**src/rtl/bru_pkg.sv**
```systemverilog
// bru_pkg: shared definitions for the branch resolve unit.
//   - Branch opcode encoding driven by the ID-stage decoder (3 bits).
//   - 2-bit saturating counter type plus increment/decrement helpers.
package bru_pkg;

   localparam logic [2:0] BR_NONE = 3'd0;
   localparam logic [2:0] BR_BEQ  = 3'd1;
   localparam logic [2:0] BR_BNE  = 3'd2;
   localparam logic [2:0] BR_BGEZ = 3'd3;
   localparam logic [2:0] BR_BGTZ = 3'd4;
   localparam logic [2:0] BR_BLEZ = 3'd5;
   localparam logic [2:0] BR_BLTZ = 3'd6;
   localparam logic [2:0] BR_RSVD = 3'd7;

   typedef logic [1:0] bru_cnt_t;

   // Increment that sticks at strongly-taken.
   function automatic bru_cnt_t sat_inc(input bru_cnt_t c);
      if (c == 2'b11) begin
         return 2'b11;
      end else begin
         return c + 2'b01;
      end
   endfunction

   // Decrement that sticks at strongly-not-taken.
   function automatic bru_cnt_t sat_dec(input bru_cnt_t c);
      if (c == 2'b00) begin
         return 2'b00;
      end else begin
         return c - 2'b01;
      end
   endfunction

endpackage

```
**src/rtl/bru_bht.sv**
```systemverilog
// bru_bht: table of 2-bit saturating branch counters.
// Ports:
//   clk, rst_n         clock, asynchronous active-low reset (table -> CNT_INIT)
//   rd_idx / rd_cnt    combinational read of the registered table (IF prediction)
//   wr_en / wr_idx /   one-entry training per edge; wr_taken selects
//   wr_taken           increment (taken) or decrement (not taken)
// A read and a write to the same index in one cycle returns the old value.
module bru_bht
   import bru_pkg::*;
#(
   parameter int       BHT_DEPTH = 64,
   parameter int       IDX_W     = $clog2(BHT_DEPTH),
   parameter bru_cnt_t CNT_INIT  = 2'b01
) (
   input  logic             clk,
   input  logic             rst_n,
   input  logic [IDX_W-1:0] rd_idx,
   output logic [1:0]       rd_cnt,
   input  logic             wr_en,
   input  logic [IDX_W-1:0] wr_idx,
   input  logic             wr_taken
);

   bru_cnt_t cnt_q [BHT_DEPTH];
   bru_cnt_t cnt_d [BHT_DEPTH];

   assign rd_cnt = cnt_q[rd_idx];

   // Next-state of the table: only the addressed entry moves.
   always_comb begin
      cnt_d = cnt_q;
      if (wr_en) begin
         if (wr_taken) begin
            cnt_d[wr_idx] = sat_inc(cnt_q[wr_idx]);
         end else begin
            cnt_d[wr_idx] = sat_dec(cnt_q[wr_idx]);
         end
      end else begin
         cnt_d = cnt_q;
      end
   end

   // Counter storage; reset forces every entry back to CNT_INIT.
   always_ff @(posedge clk or negedge rst_n) begin
      if (!rst_n) begin
         for (int i = 0; i < BHT_DEPTH; i++) begin
            cnt_q[i] <= CNT_INIT;
         end
      end else begin
         cnt_q <= cnt_d;
      end
   end

endmodule

```
**src/rtl/branch_resolve_unit.sv**
```systemverilog
// branch_resolve_unit: ID-stage branch resolution with a PC-indexed
// 2-bit counter predictor.
// Ports:
//   clk, rst_n        clock, asynchronous active-low reset
//   if_pc             IF-stage PC; if_pred_taken is the counter MSB for it
//   id_valid/id_stall ID-stage qualifiers; a stalled branch does not train
//   id_br_op          branch opcode (bru_pkg encoding)
//   id_pc             ID-stage PC, selects the entry to train
//   id_rd1/id_rd2     forwarded rs/rt operands (signed compare)
//   id_pred_taken     prediction carried down from IF
//   id_taken          resolved outcome (0 for non-branches)
//   id_mispredict     resolved outcome differs from carried prediction
// Optional (macro BRU_STATS_EN): stat_branches / stat_mispred, saturating
// 32-bit counts of trained branches and of trained mispredicts.
module branch_resolve_unit
   import bru_pkg::*;
#(
   parameter int       DATA_W    = 32,
   parameter int       BHT_DEPTH = 64,
   parameter bru_cnt_t CNT_INIT  = 2'b01
) (
   input  logic              clk,
   input  logic              rst_n,
   input  logic [31:0]       if_pc,
   output logic              if_pred_taken,
   input  logic              id_valid,
   input  logic              id_stall,
   input  logic [2:0]        id_br_op,
   input  logic [31:0]       id_pc,
   input  logic [DATA_W-1:0] id_rd1,
   input  logic [DATA_W-1:0] id_rd2,
   input  logic              id_pred_taken,
   output logic              id_taken,
   output logic              id_mispredict
`ifdef BRU_STATS_EN
   ,
   output logic [31:0]       stat_branches,
   output logic [31:0]       stat_mispred
`endif
);

   localparam int IDX_W = $clog2(BHT_DEPTH);

   logic             is_br_s;
   logic             cond_s;
   logic             train_en_s;
   logic [1:0]       rd_cnt_s;
   logic [IDX_W-1:0] if_idx_s;
   logic [IDX_W-1:0] id_idx_s;
   logic             unused_s;

   // Word-aligned PCs: drop the byte offset, keep the low index bits.
   assign if_idx_s = if_pc[IDX_W+1:2];
   assign id_idx_s = id_pc[IDX_W+1:2];
   assign unused_s = ^{if_pc[31:IDX_W+2], if_pc[1:0],
                       id_pc[31:IDX_W+2], id_pc[1:0], rd_cnt_s[0]};

   // Branch condition on signed operands; comparisons against zero use the sign bit.
   always_comb begin
      cond_s = 1'b0;
      case (id_br_op)
         BR_BEQ:  cond_s = (id_rd1 == id_rd2);
         BR_BNE:  cond_s = (id_rd1 != id_rd2);
         BR_BGEZ: cond_s = !id_rd1[DATA_W-1];
         BR_BGTZ: cond_s = !id_rd1[DATA_W-1] && (id_rd1 != {DATA_W{1'b0}});
         BR_BLEZ: cond_s = id_rd1[DATA_W-1] || (id_rd1 == {DATA_W{1'b0}});
         BR_BLTZ: cond_s = id_rd1[DATA_W-1];
         default: cond_s = 1'b0;
      endcase
   end

   assign is_br_s       = id_valid && (id_br_op != BR_NONE) && (id_br_op != BR_RSVD);
   assign id_taken      = is_br_s && cond_s;
   assign id_mispredict = is_br_s && (id_taken != id_pred_taken);
   // A stalled branch keeps resolving but trains only on the cycle it leaves ID.
   assign train_en_s    = is_br_s && !id_stall;
   assign if_pred_taken = rd_cnt_s[1];

   bru_bht #(
      .BHT_DEPTH (BHT_DEPTH),
      .IDX_W     (IDX_W),
      .CNT_INIT  (CNT_INIT)
   ) u_bht (
      .clk      (clk),
      .rst_n    (rst_n),
      .rd_idx   (if_idx_s),
      .rd_cnt   (rd_cnt_s),
      .wr_en    (train_en_s),
      .wr_idx   (id_idx_s),
      .wr_taken (id_taken)
   );

`ifdef BRU_STATS_EN
   logic [31:0] stat_branches_q, stat_branches_d;
   logic [31:0] stat_mispred_q,  stat_mispred_d;

   // Saturating statistics counters, advanced on training edges only.
   always_comb begin
      stat_branches_d = stat_branches_q;
      stat_mispred_d  = stat_mispred_q;
      if (train_en_s) begin
         if (stat_branches_q != 32'hFFFF_FFFF) begin
            stat_branches_d = stat_branches_q + 32'd1;
         end else begin
            stat_branches_d = stat_branches_q;
         end
         if (id_mispredict && (stat_mispred_q != 32'hFFFF_FFFF)) begin
            stat_mispred_d = stat_mispred_q + 32'd1;
         end else begin
            stat_mispred_d = stat_mispred_q;
         end
      end else begin
         stat_branches_d = stat_branches_q;
         stat_mispred_d  = stat_mispred_q;
      end
   end

   // Statistics registers.
   always_ff @(posedge clk or negedge rst_n) begin
      if (!rst_n) begin
         stat_branches_q <= 32'd0;
         stat_mispred_q  <= 32'd0;
      end else begin
         stat_branches_q <= stat_branches_d;
         stat_mispred_q  <= stat_mispred_d;
      end
   end

   assign stat_branches = stat_branches_q;
   assign stat_mispred  = stat_mispred_q;
`endif

endmodule

```
**config.mk**
```make
export PLATFORM = sky130hd
export DESIGN_NAME = branch_resolve_unit
export DESIGN_NICKNAME = d
export VERILOG_FILES = /design/src/rtl/bru_pkg.sv /design/src/rtl/bru_bht.sv /design/src/rtl/branch_resolve_unit.sv
export SDC_FILE = /design/constraint.sdc
export NUM_CORES = 1
export LEC_CHECK = 0
export BUFFER_PORTS_ARGS = -buffer_cell sky130_fd_sc_hd__buf_2
export CAP_MARGIN = 10
export CELL_PAD_IN_SITES_DETAIL_PLACEMENT = 1
export CELL_PAD_IN_SITES_GLOBAL_PLACEMENT = 1
export CORE_MARGIN = 5
export CORE_UTILIZATION = 45
export DETAILED_ROUTE_END_ITERATION = 16
export PLACE_DENSITY = 0.79
export SKIP_CTS_REPAIR_TIMING = 1
export SLEW_MARGIN = 10
export SYNTH_ARGS = -nofsm -noshare
export SYNTH_HDL_FRONTEND = slang
export SYNTH_SLANG_ARGS = --single-unit
```
**constraint.sdc**
```tcl
create_clock -name clk -period 7.65 [get_ports clk]
set_input_delay 2.295 -clock clk [delete_from_list [all_inputs] [get_ports clk]]
set_output_delay 2.295 -clock clk [all_outputs]
set_load 0.03 [all_outputs]
```
==> impl_metrics.env, run 1 <==
export IMPL_max_clock_freq_ghz=0.144
export IMPL_drt_initial_drc_count=371
export IMPL_vdd_drop_max_mv=0.152
export IMPL_die_h_um=139
export IMPL_period_share_pct=90.9
export IMPL_avgViaCountPerCell=6.10
export IMPL_cts_root_buffer="clkbuf_16"
export IMPL_register_area_um2=3280
export IMPL_core_um2=16400
export IMPL_synth_compound_gate_area_share_pct=5.82
export IMPL_multi_input_area_um2=3950
export IMPL_cp_max_fo=16
export IMPL_drc=0
export IMPL_top_regs="u_bht.cnt_q (128)"
export IMPL_yosys_cell_types_count=52
export IMPL_synth_mux_area_share_pct=32.6
export IMPL_ant_nets=0
export IMPL_drive_gt1_share_pct=50.4
export IMPL_period_minus_slack_ns=6.95
export IMPL_htreeDepth=4
export IMPL_yosysSeqAreaShare_pct=44.0
export IMPL_dr_pass1_iters=5
export IMPL_tightest_slew_ns=1.10
export IMPL_routed_via_count=5690
export IMPL_power_density_nw_per_um2=205
export IMPL_cts_sinks=128
export IMPL_slew_viol_final=0
export IMPL_postSynthAreaPerCell_um2=11.9
export IMPL_crit_arrival_ns=4.66
export IMPL_setup_viol=0
export IMPL_syn_cell_area_um2=7460
export IMPL_ys_ff_latch=128
export IMPL_postRouteWirelength_um=23100
export IMPL_initial_core_util_pct=45.5
export IMPL_cap_violations=0
export IMPL_fin_skew_ns=0.0105
export IMPL_crit_path_top_delay_cell="mux4_2"
export IMPL_hold_viol=0
export IMPL_crit_required_ns=5.36
export IMPL_syn_inst=626
export IMPL_grt_max_degree=73
export IMPL_max_slew_margin_pct=26.3
export IMPL_cp_cell_sequence="buf_2 > mux4_2 > mux4_2 > mux4_2 > buf_2"
export IMPL_grt_overflow_total=0
export IMPL_gp_congestion=0.910
export IMPL_antenna_found_initial=0
export IMPL_clk_pin_slew_worst_paths_ns=0.06
export IMPL_ios=139
export IMPL_worst_path_buf_inv=2
export IMPL_num_fill_cells=1715
export IMPL_criticalPathCategory="input pin to output pin"
export IMPL_setup_tns_ns=0
export IMPL_cpMostUsedCell="mux4_2"
export IMPL_grt_pass1_vias=6539
export IMPL_ys_async_sr_fraction_pct=100
export IMPL_die_w_um=139
export IMPL_synth_simple_gate_area_share_pct=10.3
export IMPL_cts_tree="yes"
export IMPL_dp_hpwl_um=15900
export IMPL_placement_rows=47
export IMPL_crit_family="multiplexers"
export IMPL_leakagePower_nw=3.68
export IMPL_critPathMaxStageDelay_ns=0.64
export IMPL_cts_max_path_buffers=2
export IMPL_synth_top_family_by_area="multiplexers"
export IMPL_holdWs_ns=0.531
export IMPL_grtUsageTotal_pct=24.6
export IMPL_synthAdderAreaFrac_pct=0.302
export IMPL_postSynthNetCount=762
export IMPL_synthXorXnorAreaFrac_pct=3.87
export IMPL_yosysWarnings=0
export IMPL_routedWlPerCell_um=24.8
export IMPL_dieArea_um2=19300
export IMPL_synth_edf_count=0
export IMPL_n_antenna_cell=0
export IMPL_rsz0062_at_grt="no"
export IMPL_regMostFlops="u_bht.cnt_q"
export IMPL_finalNetCount=836
export IMPL_cts_buffers=17
export IMPL_port_buffers=86
export IMPL_largest_reg_flops=128
export IMPL_clkLatencyLatePin_ns=0.42
export IMPL_areaGrowthSynthToFinish_pct=15.6
export IMPL_outcome="finished, final reports clean"
export IMPL_hold_class="flop to flop"
export IMPL_grt_pass1_wl_um=37200
export IMPL_start_kind="input pin"
export IMPL_total_power_w=0.00177
export IMPL_crit_path_end_kind="output pin"
export IMPL_synth_main_ff_cell="dfstp_2"
export IMPL_ff2ff_setup_slack_ns=4.49
[metrics by stage]
stage	area, µm²	setup slack, ns	std cells	util (%)
2_1_floorplan	7460	0.543	626	-
3_3_place_gp	8030	0.709	901	49.0
3_5_place_dp	8030	0.690	901	49.0
4_1_cts	8630	0.680	933	52.6
5_1_grt	8630	0.606	933	52.6
6_report	8630	0.696	933	52.6
[placed cells by master, fill, tap and decap left out, types with 3 or more instances in the layout]
master and n:
o211ai_1 3, clkbuf_1 6, mux2i_1 18, nor3_1 4
clkinv_2 3, clkbuf_16 17, nand4_1 12, clkbuf_8 3
nand3b_1 4, a21oi_1 8, dfrtp_1 64, bufinv_16 3
a221oi_1 4, a31oi_1 6, nor2_1 66, nand3_1 18
nand2_1 35, mux2_2 138, xnor2_1 33, a211oi_1 4
o21ai_0 13, nor2b_1 4, mux4_2 30, buf_4 10
nor4_1 10, buf_2 85, inv_1 6, dfstp_2 64
a22o_1 4, and3_1 4
[where the power goes]
| group | internal (W) | leakage, nW | switching [W] |
|---|---|---|---|
| clock | 0.000537 | 0.292 | 0.000295 |
| combinational | 0.0000817 | 1.83 | 0.000124 |
| sequential | 0.000715 | 1.55 | 0.0000155 |
| total | 0.00133 | 3.68 | 0.000434 |
[per-layer routing]
metal / routed length (µm) / GRT usage, % / vias to the layer above
met2: 11800 / 41.4 / 197
met4: 774 / 10.4 / 0
met5: 0 / 0 / -
li1: - / - / 2473
met1: 9280 / 30.5 / 2958
met3: 1310 / 5.62 / 62
[path summary, 6_finish.rpt]
path,endpoint,startpoint,cells past startpoint
setup / recovery,if_pred_taken,if_pc[2],5
hold / removal,u_bht.cnt_q[123]$_DFFE_PN0P_,u_bht.cnt_q[123]$_DFFE_PN0P_,1
setup reg to reg,u_bht.cnt_q[26]$_DFFE_PN1P_,u_bht.cnt_q[116]$_DFFE_PN1P_,9
hold reg to reg,u_bht.cnt_q[123]$_DFFE_PN0P_,u_bht.cnt_q[123]$_DFFE_PN0P_,1
max in group asynchronous,u_bht.cnt_q[105]$_DFFE_PN0P_,rst_n,2
min in group asynchronous,u_bht.cnt_q[29]$_DFFE_PN0P_,rst_n,1
[cell type report]
type | count | share of cell area [%]
clock buffers | 26 | 5.67
clock inverters | 6 | 1.22
inverters | 7 | 0.305
multi-input cells | 451 | 45.8
flip-flops and latches | 128 | 38.1
well taps | 220 | 3.19
repair buffers | 95 | 5.80
[Yosys cell counts (all sizes together), types with 2 or more instances]
cell | instances | area, µm²
or3 | 2 | 12.5
a31oi | 6 | 37.5
buf | 29 | 163
a21oi | 8 | 40.0
nor3b | 2 | 15.0
or2 | 2 | 12.5
a22oi | 2 | 15.0
nor3 | 4 | 20.0
a221oi | 4 | 35.0
mux2 | 140 | 1580
dfstp | 64 | 1680
nand4 | 12 | 75.1
nand3 | 18 | 90.1
dfrtp | 64 | 1600
a211o | 2 | 17.5
nand2 | 35 | 131
xnor2 | 33 | 289
o22ai | 2 | 12.5
maj3 | 2 | 22.5
a22o | 4 | 35.0
nor2b | 4 | 25.0
mux4 | 30 | 676
o211ai | 3 | 22.5
o21ai | 15 | 75.1
clkbuf | 11 | 42.5
nand3b | 4 | 30.0
nor4 | 10 | 62.6
mux2i | 18 | 180
a211oi | 4 | 30.0
o2bb2ai | 2 | 17.5
and3 | 4 | 25.0
nor2 | 66 | 248
inv | 7 | 26.3
[kinds of logic after synthesis]
kind of cell	after synthesis
compound gates	62
mux	188
fa+ha+maj	2
flops	128
xor+xnor	33
simple gates	166
buf+inv	47
No activity file was read; power rests on OpenSTA's default activity.
==> inputs of run 2 (changes only) <==
RECOVER_POWER = 25   (was unset)
==> run 2 against run 1 <==
  * The flow now finishes with violations (capacitance limit, slew limit)
  * First-iteration DRC count rose by 1.1%
  * Worst hold slack improved by 0.0049 ns
  * Register-to-register slack barely moved
  * Clock skew barely moved
  * Global-route usage did not move
  * Non-clock buffer count did not move
  * Sequential power barely moved
  * Critical path type unchanged
  * Largest cell class unchanged
  * Clock power barely moved
  * Cell area barely moved
  * Combinational power barely moved
  * Clock-buffer cell count did not move
==> impl_metrics.env, run 2 (synthesis gave the netlist of run 1 again) <==
export IMPL_outcome="finished, violations left"
export IMPL_violations="capacitance limit, slew limit"
export IMPL_worstHoldStart="u_bht.cnt_q[11]$_DFFE_PN0P_"
export IMPL_setup_viol=0
export IMPL_htreeDepth=4
export IMPL_setup_tns_ns=0
export IMPL_crit_arrival_ns=4.67
export IMPL_postRouteWirelength_um=23100
export IMPL_largest_reg_flops=128
export IMPL_worstReg2RegEnd="u_bht.cnt_q[26]$_DFFE_PN1P_"
export IMPL_criticalPathCategory="input pin to output pin"
export IMPL_dieArea_um2=19300
export IMPL_max_slew_margin_pct=-110
export IMPL_cts_buffers=17
export IMPL_die_h_um=139
export IMPL_cts_max_path_buffers=2
export IMPL_antenna_found_initial=0
export IMPL_gr_usage_met1_pct=30.5
export IMPL_met2_usage_pct=41.4
export IMPL_crit_required_ns=5.36
export IMPL_initial_core_util_pct=45.5
export IMPL_areaGrowthSynthToFinish_pct=15.5
export IMPL_rr_worst_depth=9
export IMPL_grt_overflow_total=0
export IMPL_top_usage_layer="met2"
export IMPL_placement_rows=47
export IMPL_gp_congestion=0.910
export IMPL_hold_class="flop to flop"
export IMPL_cap_violations=2
export IMPL_drc=0
export IMPL_crit_path_end_kind="output pin"
export IMPL_grtUsageTotal_pct=24.6
export IMPL_avgViaCountPerCell=6.09
export IMPL_clk_pin_slew_worst_paths_ns=0.06
export IMPL_clkLatencyLatePin_ns=0.42
export IMPL_power_density_nw_per_um2=205
export IMPL_final_cell_mix="mux2_2, buf_2, nor2_1"
export IMPL_period_minus_slack_ns=6.96
export IMPL_r2r_start="u_bht.cnt_q[116]$_DFFE_PN1P_"
export IMPL_hold_viol=0
export IMPL_ios=139
export IMPL_slew_viol_final=131
export IMPL_leakagePower_nw=3.67
export IMPL_top_regs="u_bht.cnt_q (128)"
export IMPL_grt_pass1_wl_um=37200
export IMPL_fin_skew_ns=0.0107
export IMPL_min_path_cells=1
export IMPL_worstSetupStartpoint="if_pc[2]"
export IMPL_rsz0062_at_grt="no"
export IMPL_cp_max_fo=16
export IMPL_grtUsageMet3_pct=5.62
export IMPL_ff2ff_setup_slack_ns=4.48
export IMPL_routedWlPerCell_um=24.8
export IMPL_routed_via_count=5684
export IMPL_drive_gt1_share_pct=50.2
export IMPL_cts_root_buffer="clkbuf_16"
export IMPL_grt_max_degree=73
export IMPL_cts_sinks=128
export IMPL_n_antenna_cell=0
export IMPL_drt_initial_drc_count=375
export IMPL_dr_pass1_iters=5
export IMPL_finalNetCount=836
export IMPL_dp_hpwl_um=15900
export IMPL_die_w_um=139
export IMPL_core_um2=16400
export IMPL_ant_nets=0
export IMPL_period_share_pct=91.0
export IMPL_regMostFlops="u_bht.cnt_q"
export IMPL_grt_pass1_vias=6539
export IMPL_cts_tree="yes"
export IMPL_max_clock_freq_ghz=0.144
export IMPL_place_inst=901
export IMPL_port_buffers=86
export IMPL_layout_cells_non_filler=933
export IMPL_start_kind="input pin"
export IMPL_tightest_slew_ns=3.15
export IMPL_vdd_drop_max_mv=0.152
export IMPL_final_common_cell="mux2_2"
export IMPL_hold_end="u_bht.cnt_q[11]$_DFFE_PN0P_"
## run 2: changes by cell type in the layout (fill, tap and decap cells not counted)
cell,change
buf_4,-2
clkbuf_1,+1
clkbuf_2,+1
## run 2: worst max path at each step
stage,slack (ns),end,cells after the start
final,0.69,if_pred_taken,5
after CTS,0.68,if_pred_taken,5
after detailed placement,0.69,if_pred_taken,5
after global placement,0.71,if_pred_taken,5
after floorplan,0.54,if_pred_taken,5
after global routing,0.61,if_pred_taken,5
## run 2: power breakdown
group	internal (W)	switching [W]
sequential	0.000715	0.0000156
clock	0.000537	0.000295
combinational	0.0000813	0.000124
total	0.00133	0.000434
## run 2: layout make-up
type	instances	area, µm²
fill	1716	7780
multi-input combinational	451	3950
sequential	128	3280
timing repair buffer	95	494
clock buffer	26	489
tap	220	275
clock inverter	6	105
inverter	7	26.3
## run 2: metal layers
layer  part of all wire (%)  vias to the layer above
li1                       -                     2472
met1                     40                     2952
met2                     51                      196
met3                    5.3                       64
met4                    3.3                        0
met5                      0                        -
## run 2: through the flow
step | area (µm²) | hold slack (ns) | setup slack, ns | total power (W) | util, %
finish | 8620 | 0.536 | 0.687 | 0.00177 | 52.6
global route | 8620 | 0.550 | 0.606 | 0.00183 | 52.6
CTS | 8630 | 0.535 | 0.680 | 0.00178 | 52.6
detailed placement | 8030 | 0.521 | 0.690 | 0.000944 | 49.0
global placement | 8030 | 0.506 | 0.709 | 0.000933 | 49.0
floorplan | 7460 | 0.488 | 0.543 | 0.000856 | -
## run 2: worst max-delay path, cell delays in order
cell	delay, ns
buf_2	0.53
mux4_2	0.64
mux4_2	0.50
mux4_2	0.50
buf_2	0.20
